==> config.mk <==
export PLATFORM = sky130hd
export DESIGN_NAME = tag_req_arbiter
export DESIGN_NICKNAME = d
export VERILOG_FILES = /design/src/rtl/tag_req_arbiter.sv
export SDC_FILE = /design/constraint.sdc
export NUM_CORES = 1
export LEC_CHECK = 0
export ABC_AREA = 1
export BUFFER_PORTS_ARGS = -buffer_cell sky130_fd_sc_hd__buf_4
export CAP_MARGIN = 20
export CELL_PAD_IN_SITES_DETAIL_PLACEMENT = 0
export CELL_PAD_IN_SITES_GLOBAL_PLACEMENT = 1
export CORE_MARGIN = 1.5
export CORE_UTILIZATION = 28
export DETAILED_ROUTE_END_ITERATION = 12
export GPL_TIMING_DRIVEN = 1
export PLACE_DENSITY = 0.79
export SLEW_MARGIN = 20
export SYNTH_ARGS = -nofsm -noshare
export SYNTH_HDL_FRONTEND = slang
export SYNTH_SLANG_ARGS = --single-unit
==> constraint.sdc <==
create_clock -name clk -period 1.3 [get_ports clk]
set_input_delay 0.065 -clock clk [delete_from_list [all_inputs] [get_ports clk]]
set_output_delay 0.065 -clock clk [all_outputs]
set_load 0.05 [all_outputs]
==> src/rtl/tag_req_arbiter.sv <==
// Merges AXI AR/AW address requests into one tag-lookup stream through a single registered slot (1-cycle latency).
// Readies drop while the slot is held or the tag FIFO is almost full; round-robin, or read priority under TAG_ARB_RD_PRIO_EN.
module tag_req_arbiter #(
    parameter int ID_W       = 16,
    parameter int ADDR_W     = 64,
    parameter int MAX_CONSEC = 4
) (
    input  logic              clk,
    input  logic              rst,
    input  logic [ID_W-1:0]   arid_i,
    input  logic [ADDR_W-1:0] araddr_i,
    input  logic              arvalid_i,
    output logic              arready_o,
    input  logic [ID_W-1:0]   awid_i,
    input  logic [ADDR_W-1:0] awaddr_i,
    input  logic              awvalid_i,
    output logic              awready_o,
    output logic [ID_W-1:0]   req_id_o,
    output logic [ADDR_W-1:0] req_addr_o,
    output logic              req_wr_o,
    output logic              req_valid_o,
    input  logic              req_ready_i,
    input  logic              tag_fifo_afull_i
);

    if (MAX_CONSEC < 1) begin : g_bad_max_consec
        $error("MAX_CONSEC must be at least 1");
    end

    logic              req_valid_q, req_valid_d;
    logic              req_wr_q, req_wr_d;
    logic [ID_W-1:0]   req_id_q, req_id_d;
    logic [ADDR_W-1:0] req_addr_q, req_addr_d;
    logic              last_wr_q, last_wr_d;

    logic can_accept;
    logic tie_rd;
    logic grant_rd, grant_wr;
    logic hs_rd, hs_wr;

`ifdef TAG_ARB_RD_PRIO_EN
    localparam int CNT_W = $clog2(MAX_CONSEC + 1);
    localparam logic [CNT_W-1:0] CNT_MAX = CNT_W'(MAX_CONSEC);

    logic [CNT_W-1:0] rd_cnt_q, rd_cnt_d;

    // Reads win ties until MAX_CONSEC of them have passed a waiting write.
    assign tie_rd = (rd_cnt_q != CNT_MAX);

    always_comb begin
        rd_cnt_d = rd_cnt_q;
        if (hs_wr) begin
            rd_cnt_d = '0;
        end else if (hs_rd) begin
            if (!awvalid_i) begin
                rd_cnt_d = '0;
            end else if (rd_cnt_q != CNT_MAX) begin
                rd_cnt_d = rd_cnt_q + 1'b1;
            end
        end
    end

    always_ff @(posedge clk) begin
        if (rst) begin
            rd_cnt_q <= '0;
        end else begin
            rd_cnt_q <= rd_cnt_d;
        end
    end
`else
    assign tie_rd = last_wr_q;
`endif

    always_comb begin
        can_accept = !rst && !tag_fifo_afull_i && (!req_valid_q || req_ready_i);
        grant_rd   = arvalid_i && (!awvalid_i || tie_rd);
        grant_wr   = awvalid_i && (!arvalid_i || !tie_rd);
        hs_rd      = can_accept && grant_rd;
        hs_wr      = can_accept && grant_wr;
    end

    always_comb begin
        req_valid_d = req_valid_q;
        req_wr_d    = req_wr_q;
        req_id_d    = req_id_q;
        req_addr_d  = req_addr_q;
        last_wr_d   = last_wr_q;
        // A new handshake refills the slot in the same cycle it drains.
        if (hs_rd || hs_wr) begin
            req_valid_d = 1'b1;
            req_wr_d    = hs_wr;
            req_id_d    = hs_wr ? awid_i : arid_i;
            req_addr_d  = hs_wr ? awaddr_i : araddr_i;
            last_wr_d   = hs_wr;
        end else if (req_ready_i) begin
            req_valid_d = 1'b0;
        end
    end

    always_ff @(posedge clk) begin
        if (rst) begin
            req_valid_q <= 1'b0;
            req_wr_q    <= 1'b0;
            req_id_q    <= '0;
            req_addr_q  <= '0;
            last_wr_q   <= 1'b1;
        end else begin
            req_valid_q <= req_valid_d;
            req_wr_q    <= req_wr_d;
            req_id_q    <= req_id_d;
            req_addr_q  <= req_addr_d;
            last_wr_q   <= last_wr_d;
        end
    end

    assign arready_o   = hs_rd;
    assign awready_o   = hs_wr;
    assign req_valid_o = req_valid_q;
    assign req_wr_o    = req_wr_q;
    assign req_id_o    = req_id_q;
    assign req_addr_o  = req_addr_q;

endmodule

==> results of run 1 <==
state kept, by name, summed over array words and instances, names as in the netlist:
signal       cells
req_addr_o      64
req_id_o        16
last_wr_q        1
req_valid_o      1
req_wr_o         1
logic make-up (layout without fill, tap and decap cells):
kind of cell           count (synthesis)  after routing  synth area share
and+or+nand+nor                      492            492             0.357
DFF                                   83             83             0.304
AOI/OAI and AO/OA                     84             84             0.115
buffers and inverters                305            581             0.225
layer usage:
layer  global-route usage  vias up  routed length (microns)
li1                     -     3327                        -
met1                0.232     2837                     9300
met2                0.318      186                     9580
met3               0.0513       10                     1430
met4               0.0440        0                      170
met5                    0        -                        0
power groups by stage:
stage                     registers (mW)  clock network, mW  logic [mW]
after floorplan                     3.58                  0       0.898
after global placement              2.90                  0        2.59
after detailed placement            2.91                  0        2.59
after CTS                           2.85               2.78        2.81
after global routing                2.88               2.86        3.25
final                               2.85               2.67        3.02
timing repair:
| item | CTS | global route |
|---|---|---|
| resized for setup | 37 | 127 |
| hold endpoints to repair | 1 | 0 |
| buffers inserted | 14 | 4 |
| pin swaps | 9 | 43 |
| setup endpoints to repair | 55 | 85 |
| cloned | 12 | 9 |
| hold buffers | 1 | 0 |
worst max-delay path: cells and delay by family (launching register included):
| kind | cells | cell delay (ns) |
|---|---|---|
| AND/OR/NAND/NOR | 2 | 0.22 |
| buffers and inverters | 4 | 0.47 |
| flip-flops | 1 | 0.36 |
final cells by class:
class | instances | area, sq um
Clock buffer | 12 | 258
Multi-Input combinational cell | 576 | 2950
Clock inverter | 4 | 47.5
Sequential cell | 83 | 1670
Tap cell | 260 | 325
Inverter | 246 | 932
Fill cell | 2038 | 9620
Timing Repair Buffer | 319 | 3160
cells in the mapped netlist (all sizes together):
master  instances
nand2         169
a21boi          1
nand3          81
inv           246
nand4           1
dfxtp          83
nor2          241
a31oi           1
clkbuf         21
o21bai         80
a21oi           2
buf            38
metrics by stage:
step | instance area [sq um] | worst slack, ns
floorplan | 5500 | 0.00859
global placement | 7850 | -0.123
detailed placement | 7850 | -0.134
CTS | 8720 | -0.147
global route | 9340 | -0.199
finish | 9340 | -0.135
path summary, 6_finish.rpt:
| kind | slack [ns] | depth (start not counted) | from | endpoint |
|---|---|---|---|---|
| max | -0.14 | 6 | req_valid_o | awready_o |
| min | 0.05 | 5 | awaddr_i[45] | req_addr_o[45] |
| max reg2reg | -0.13 | 10 | last_wr_q | req_addr_o[60] |
| min reg2reg | 0.47 | 2 | req_wr_o | req_wr_o |
==> results by group, run 1 <==
Run status
  • Outcome: finished with violations
  • Failing checks: negative setup slack

Layout
  • Area delta synth->final: 70.6%
  • Most common cell after layout, fill and taps aside: sky130_fd_sc_hd__buf_4
  • Antenna cell count: 0
  • Fraction of final layout cells with drive strength greater than 1: 0.348
  • Final standard cell count with taps included and fillers excluded: 1500
  • Commonest cells after routing, fill and taps aside: sky130_fd_sc_hd__buf_4, sky130_fd_sc_hd__inv_1, sky130_fd_sc_hd__nor2_1, sky130_fd_sc_hd__nand2_1, sky130_fd_sc_hd__dfxtp_1
  • Nets: 1401
  • Core Util, Final: 0.493

Clocking
  • Clock insertion delay at the later pin of the skew report: 0.34 ns
  • CTS clock-pin slew for the worst setup and hold paths: 0.07 ns
  • Clock net sink count: 83
  • CTS tree: built
  • Number of CTS-inserted buffers: 9
  • Maximum buffer depth of the clock tree: 2
  • Number of H-tree levels: 3
  • Clock tree root driver cell: sky130_fd_sc_hd__clkbuf_16

Yosys
  • Fraction of post-synthesis cell area in the top cell type by area: 0.304
  • Post-Synthesis Net Count: 1130
  • Sequential fraction of the synthesis area: 0.304
  • Synthesized instance count: 964
  • Total of flip-flops plus latches after synthesis: 83
  • Number of warnings reported in the yosys synthesis log: 0
  • Mean cell area of the mapped netlist: 5.68 sq um
  • Largest area contributor in the synthesized netlist: sky130_fd_sc_hd__dfxtp_1
  • Number of library cell types mapped by synthesis: 17
  • Netlist area before placement: 5470 sq um
  • Biggest area contributors in the synthesized netlist: sky130_fd_sc_hd__dfxtp_1, sky130_fd_sc_hd__inv_1, sky130_fd_sc_hd__nor2_1

Floorplan
  • Die outline area: 20400 sq um
  • Die height: 143 microns
  • Number of top-level pins: 250
  • Cell Rows: 50
  • Initial Utilization: 0.289
  • Area inside the core boundary: 19000 sq um
  • Die W: 143 microns

Worst setup path
  • Critical path fanouts, max: 3
  • Chain of cells forming the critical path: nand2_4 -> nand4_1 -> buf_6 -> buf_12 -> clkinv_4 -> buf_8
  • Data arrival time of the critical path: 1.37 ns
  • Crit path capture type: output pin
  • Crit path max-delay cell type: sky130_fd_sc_hd__dfxtp_4
  • Worst path max stage delay: 0.36 ns
  • Data required time at the worst endpoint: 1.24 ns
  • Critical path class: reg2out
  • Critical Path Start Type: register

Power and ir drop
  • Sequential cell fraction of total power: 0.334
  • Power density cells: 915 nW/um^2
  • Switching share of power: 0.338
  • Internal: 5.65 mW
  • Largest voltage drop on the vdd net: 0.000589 V
  • Proportion of power drawn by the clock network: 0.313
  • Total power: 8.54 mW
  • Psw: 2.89 mW
  • Comb power frac: 0.353
  • Static leakage power: 5.30 nW

GRT
  • Initial antenna violation count: 0
  • Global route overflow: 0
  • First-pass GRT wire length: 29500 microns
  • GRT Resource Usage Total: 0.186
  • Pin count of the biggest net entering global routing: 42
  • Number of global-route vias before repair: 5739

Detailed routing
  • Length of the first detailed-routing pass in iterations: 4
  • Post-Route WL: 20500 microns
  • Number of remaining DRC errors: 0
  • Routed vias: 6360
  • Initial drt markers: 209
  • Post-detailed-route count of antenna-violating nets: 0
  • Wire length per cell after detailed routing: 13.7 microns
  • Vias/cell: 4.24

Timing
  • Relative slew slack: 0.782
  • Final count of negative-setup-slack endpoints: 79
  • Post-layout worst setup margin: -0.135 ns
  • Fmax achieved: 697 MHz
  • Slew Limit Fails: 0
  • Slew at the pin with the worst max-slew slack: 0.326 ns
  • Minimum period implied by the final worst setup slack: 1.44 ns
  • Setup repair after global routing missed its margin: true
  • Period Utilization, post-route: 1.10
  • Hold slack final: 0.0535 ns
  • Final sum of negative setup slack: -6.29 ns
  • Maximum clock skew at final layout: 0.00841 ns
  • Number of failing hold endpoints at the final stage: 0

Place
  • Number of cells in the design after placement: 1447
  • Total of buffers placed on input and output ports: 249
  • Routability cong.: 0.795
  • Post-detailed-placement half-perimeter wirelength: 12500 microns

Flow run
  • Max-cap violations: 0

Min path
  • Worst min path class: in2reg
(Power assumes the default switching activity.)
==> inputs of run 2 (changes only) <==
==> constraint.sdc (replaced) <==
create_clock -name clk -period 1.25 [get_ports clk]
set_input_delay 0.0625 -clock clk [delete_from_list [all_inputs] [get_ports clk]]
set_output_delay 0.0625 -clock clk [all_outputs]
set_load 0.1 [all_outputs]
==> run 2 against run 1 <==
The flow still finishes with violations (negative setup slack); largest cell class is now multi-input combinational cells; setup slack lost 0.11 ns; via count grew 1.7%; count of clock-buffer cells in the layout grew 1; clock skew shrank 0.0035 ns; routed wire length grew 5.7%; global-route usage grew 0.92 points; largest power group unchanged; non-clock buffer count grew 11; critical path type is now reg2reg; first-iteration DRC count shrank 8.6%; cell area grew 9.5%; flip-flop and latch count is the same; die area is the same; combinational power grew 37%.
==> results by group, run 2 (synthesis results as in run 1) <==
Power and ir drop
  • Largest voltage drop on the vdd net: 0.000717 V (was 0.000589 V)
  • Power density cells: 981 nW/um^2 (was 915 nW/um^2)
  • Comb power frac: 0.414 (was 0.353)
  • Switching share of power: 0.392 (was 0.338)
  • Static leakage power: 5.88 nW (was 5.30 nW)
  • Psw: 3.93 mW (was 2.89 mW)
  • Proportion of power drawn by the clock network: 0.289 (was 0.313)
  • Sequential cell fraction of total power: 0.297 (was 0.334)
  • Internal: 6.09 mW (was 5.65 mW)

Layout
  • Largest register FFs: 64 (unchanged)
  • Final Cell Area: 10200 sq um (was 9340 sq um)
  • Core Util, Final: 0.539 (was 0.493)
  • Filler cell count in the final layout: 1877 (was 2038)
  • Final standard cell count with taps included and fillers excluded: 1512 (was 1500)
  • Fraction of final layout cells with drive strength greater than 1: 0.464 (was 0.348)
  • Area delta synth->final: 86.8% (was 70.6%)
  • Commonest cells after routing, fill and taps aside: sky130_fd_sc_hd__buf_4, sky130_fd_sc_hd__inv_1, sky130_fd_sc_hd__nor2_1, sky130_fd_sc_hd__nand2_1, sky130_fd_sc_hd__dfxtp_1 (unchanged)
  • Most common cell after layout, fill and taps aside: sky130_fd_sc_hd__buf_4 (unchanged)
  • Nets: 1412 (was 1401)

Clocking
  • Clock net sink count: 83 (unchanged)
  • Maximum buffer depth of the clock tree: 2 (unchanged)
  • CTS tree: built (unchanged)
  • Clock tree root driver cell: sky130_fd_sc_hd__clkbuf_16 (unchanged)
  • CTS clock-pin slew for the worst setup and hold paths: 0.06 ns (was 0.07 ns)
  • Number of H-tree levels: 3 (unchanged)
  • Clock insertion delay at the later pin of the skew report: 0.34 ns (about the same)
  • Number of CTS-inserted buffers: 9 (unchanged)

Timing
  • Final count of negative-setup-slack endpoints: 84 (was 79)
  • Relative slew slack: 0.752 (was 0.782)
  • Post-layout worst setup margin: -0.242 ns (was -0.135 ns)
  • Slew at the pin with the worst max-slew slack: 0.372 ns (was 0.326 ns)
  • Period Utilization, post-route: 1.19
  • Fmax achieved: 670 MHz
  • Minimum period implied by the final worst setup slack: 1.49 ns
  • Hold slack final: 0.0470 ns (was 0.0535 ns)
  • Number of failing hold endpoints at the final stage: 0 (unchanged)
  • Setup repair after global routing missed its margin: true (unchanged)
  • Maximum clock skew at final layout: 0.00491 ns (was 0.00841 ns)
  • Slew Limit Fails: 0 (unchanged)

Worst setup path
  • Data arrival time of the critical path: 1.73 ns (was 1.37 ns)
  • Crit path capture type: register (was output pin)
  • Data required time at the worst endpoint: 1.49 ns (was 1.24 ns)
  • Critical Path Start Type: register (unchanged)
  • Critical path class: reg2reg (was reg2out)
  • Critical path fanouts, max: 8 (was 3)

Detailed routing
  • Post-Route WL: 21700 microns (was 20500 microns)
  • Wire length per cell after detailed routing: 14.3 microns (was 13.7 microns)
  • Routed vias: 6469 (was 6360)
  • Length of the first detailed-routing pass in iterations: 4 (unchanged)
  • Initial drt markers: 191 (was 209)
  • Post-detailed-route count of antenna-violating nets: 0 (unchanged)
  • Vias/cell: 4.28 (was 4.24)
  • Number of remaining DRC errors: 0 (unchanged)

Floorplan
  • Die outline area: 20400 sq um (unchanged)
  • Area inside the core boundary: 19000 sq um (unchanged)
  • Die W: 143 microns (unchanged)
  • Cell Rows: 50 (unchanged)
  • Number of top-level pins: 250 (unchanged)
  • Die height: 143 microns (unchanged)
  • Initial Utilization: 0.289 (unchanged)

Place
  • Cell Area, Placed: 8060 sq um (was 7850 sq um)
  • Number of cells in the design after placement: 1450 (was 1447)
  • Placement Setup Slack: -0.158 ns (was -0.134 ns)
  • Total of buffers placed on input and output ports: 249 (unchanged)
  • Post-detailed-placement half-perimeter wirelength: 12600 microns (was 12500 microns)
  • Routability cong.: 0.749 (was 0.795)

GRT
  • GRT Resource Usage Total: 0.195 (was 0.186)
  • Number of global-route vias before repair: 5906 (was 5739)
  • Initial antenna violation count: 0 (unchanged)
  • First-pass GRT wire length: 30900 microns (was 29500 microns)
  • Global route overflow: 0 (unchanged)
  • Pin count of the biggest net entering global routing: 45 (was 42)

Run status
  • Outcome: finished with violations (unchanged)
  • Failing checks: negative setup slack (unchanged)

Min path
  • Worst min path class: in2reg (unchanged)

Flow run
  • Max-cap violations: 0 (unchanged)
## run 2: area by class of cell
cell class / count / area, sq um / share of cell area
flip-flops and latches: 83 / 1680 / 0.164
well taps: 260 / 325 / 0.0318
clock buffers: 13 / 282 / 0.0275
inverters: 246 / 931 / 0.0911
repair buffers: 330 / 3380 / 0.331
diodes: 1 / 2.50 / 0.000245
multi-input cells: 576 / 3580 / 0.350
clock inverters: 3 / 42.5 / 0.00416
## run 2: what timing repair did
item / 4_1_cts / 5_1_grt
hold buffers: 1 / 0
hold endpoints to repair: 2 / 0
pin swaps: 12 / 89
gates cloned: 18 / 14
setup buffers: 12 / 3
setup endpoints to repair: 83 / 85
gates resized for setup: 100 / 184
## run 2: per-layer routing
metal	GRT usage	routed length, microns	up-vias
li1	-	-	3353
met3	0.0449	1420	19
met1	0.253	9470	2924
met5	0	0	-
met2	0.324	10500	173
met4	0.0543	282	0
## run 2: stage by stage
step           setup TNS (ns)  total power [mW]
3_5_place_dp            -9.15              6.55
4_1_cts                 -6.51              9.80
3_3_place_gp            -5.82              6.54
6_report               -10.13              10.0
5_1_grt                -16.05              10.5
2_1_floorplan          -11.39              5.52
## run 2: power groups by stage
stage / sequential, mW / clock (mW) / combinational [mW]
floorplan: 4.48 / 0 / 1.04
global placement: 3.02 / 0 / 3.52
detailed placement: 3.03 / 0 / 3.52
CTS: 2.97 / 2.98 / 3.85
global route: 2.99 / 3.09 / 4.38
finish: 2.97 / 2.90 / 4.15
## run 2: critical path, stage by stage, from the launching register on
cell                      delay (ns)
sky130_fd_sc_hd__dfxtp_4        0.36
sky130_fd_sc_hd__inv_2          0.04
sky130_fd_sc_hd__nand2_2        0.05
sky130_fd_sc_hd__nand2_2        0.07
sky130_fd_sc_hd__a21oi_4        0.20
sky130_fd_sc_hd__buf_6          0.16
sky130_fd_sc_hd__buf_12         0.13
sky130_fd_sc_hd__buf_16         0.14
sky130_fd_sc_hd__nand2_2        0.05
sky130_fd_sc_hd__nor2_1         0.12
sky130_fd_sc_hd__nor2_1         0.05
## run 2: worst paths after layout
check         startpoint  slack, ns  depth (start not counted)       endpoint
max            last_wr_q      -0.24                         10  req_addr_o[5]
max reg2reg    last_wr_q      -0.24                         10  req_addr_o[5]
min          req_ready_i       0.05                          4    req_valid_o
min reg2reg     req_wr_o       0.49                          2       req_wr_o
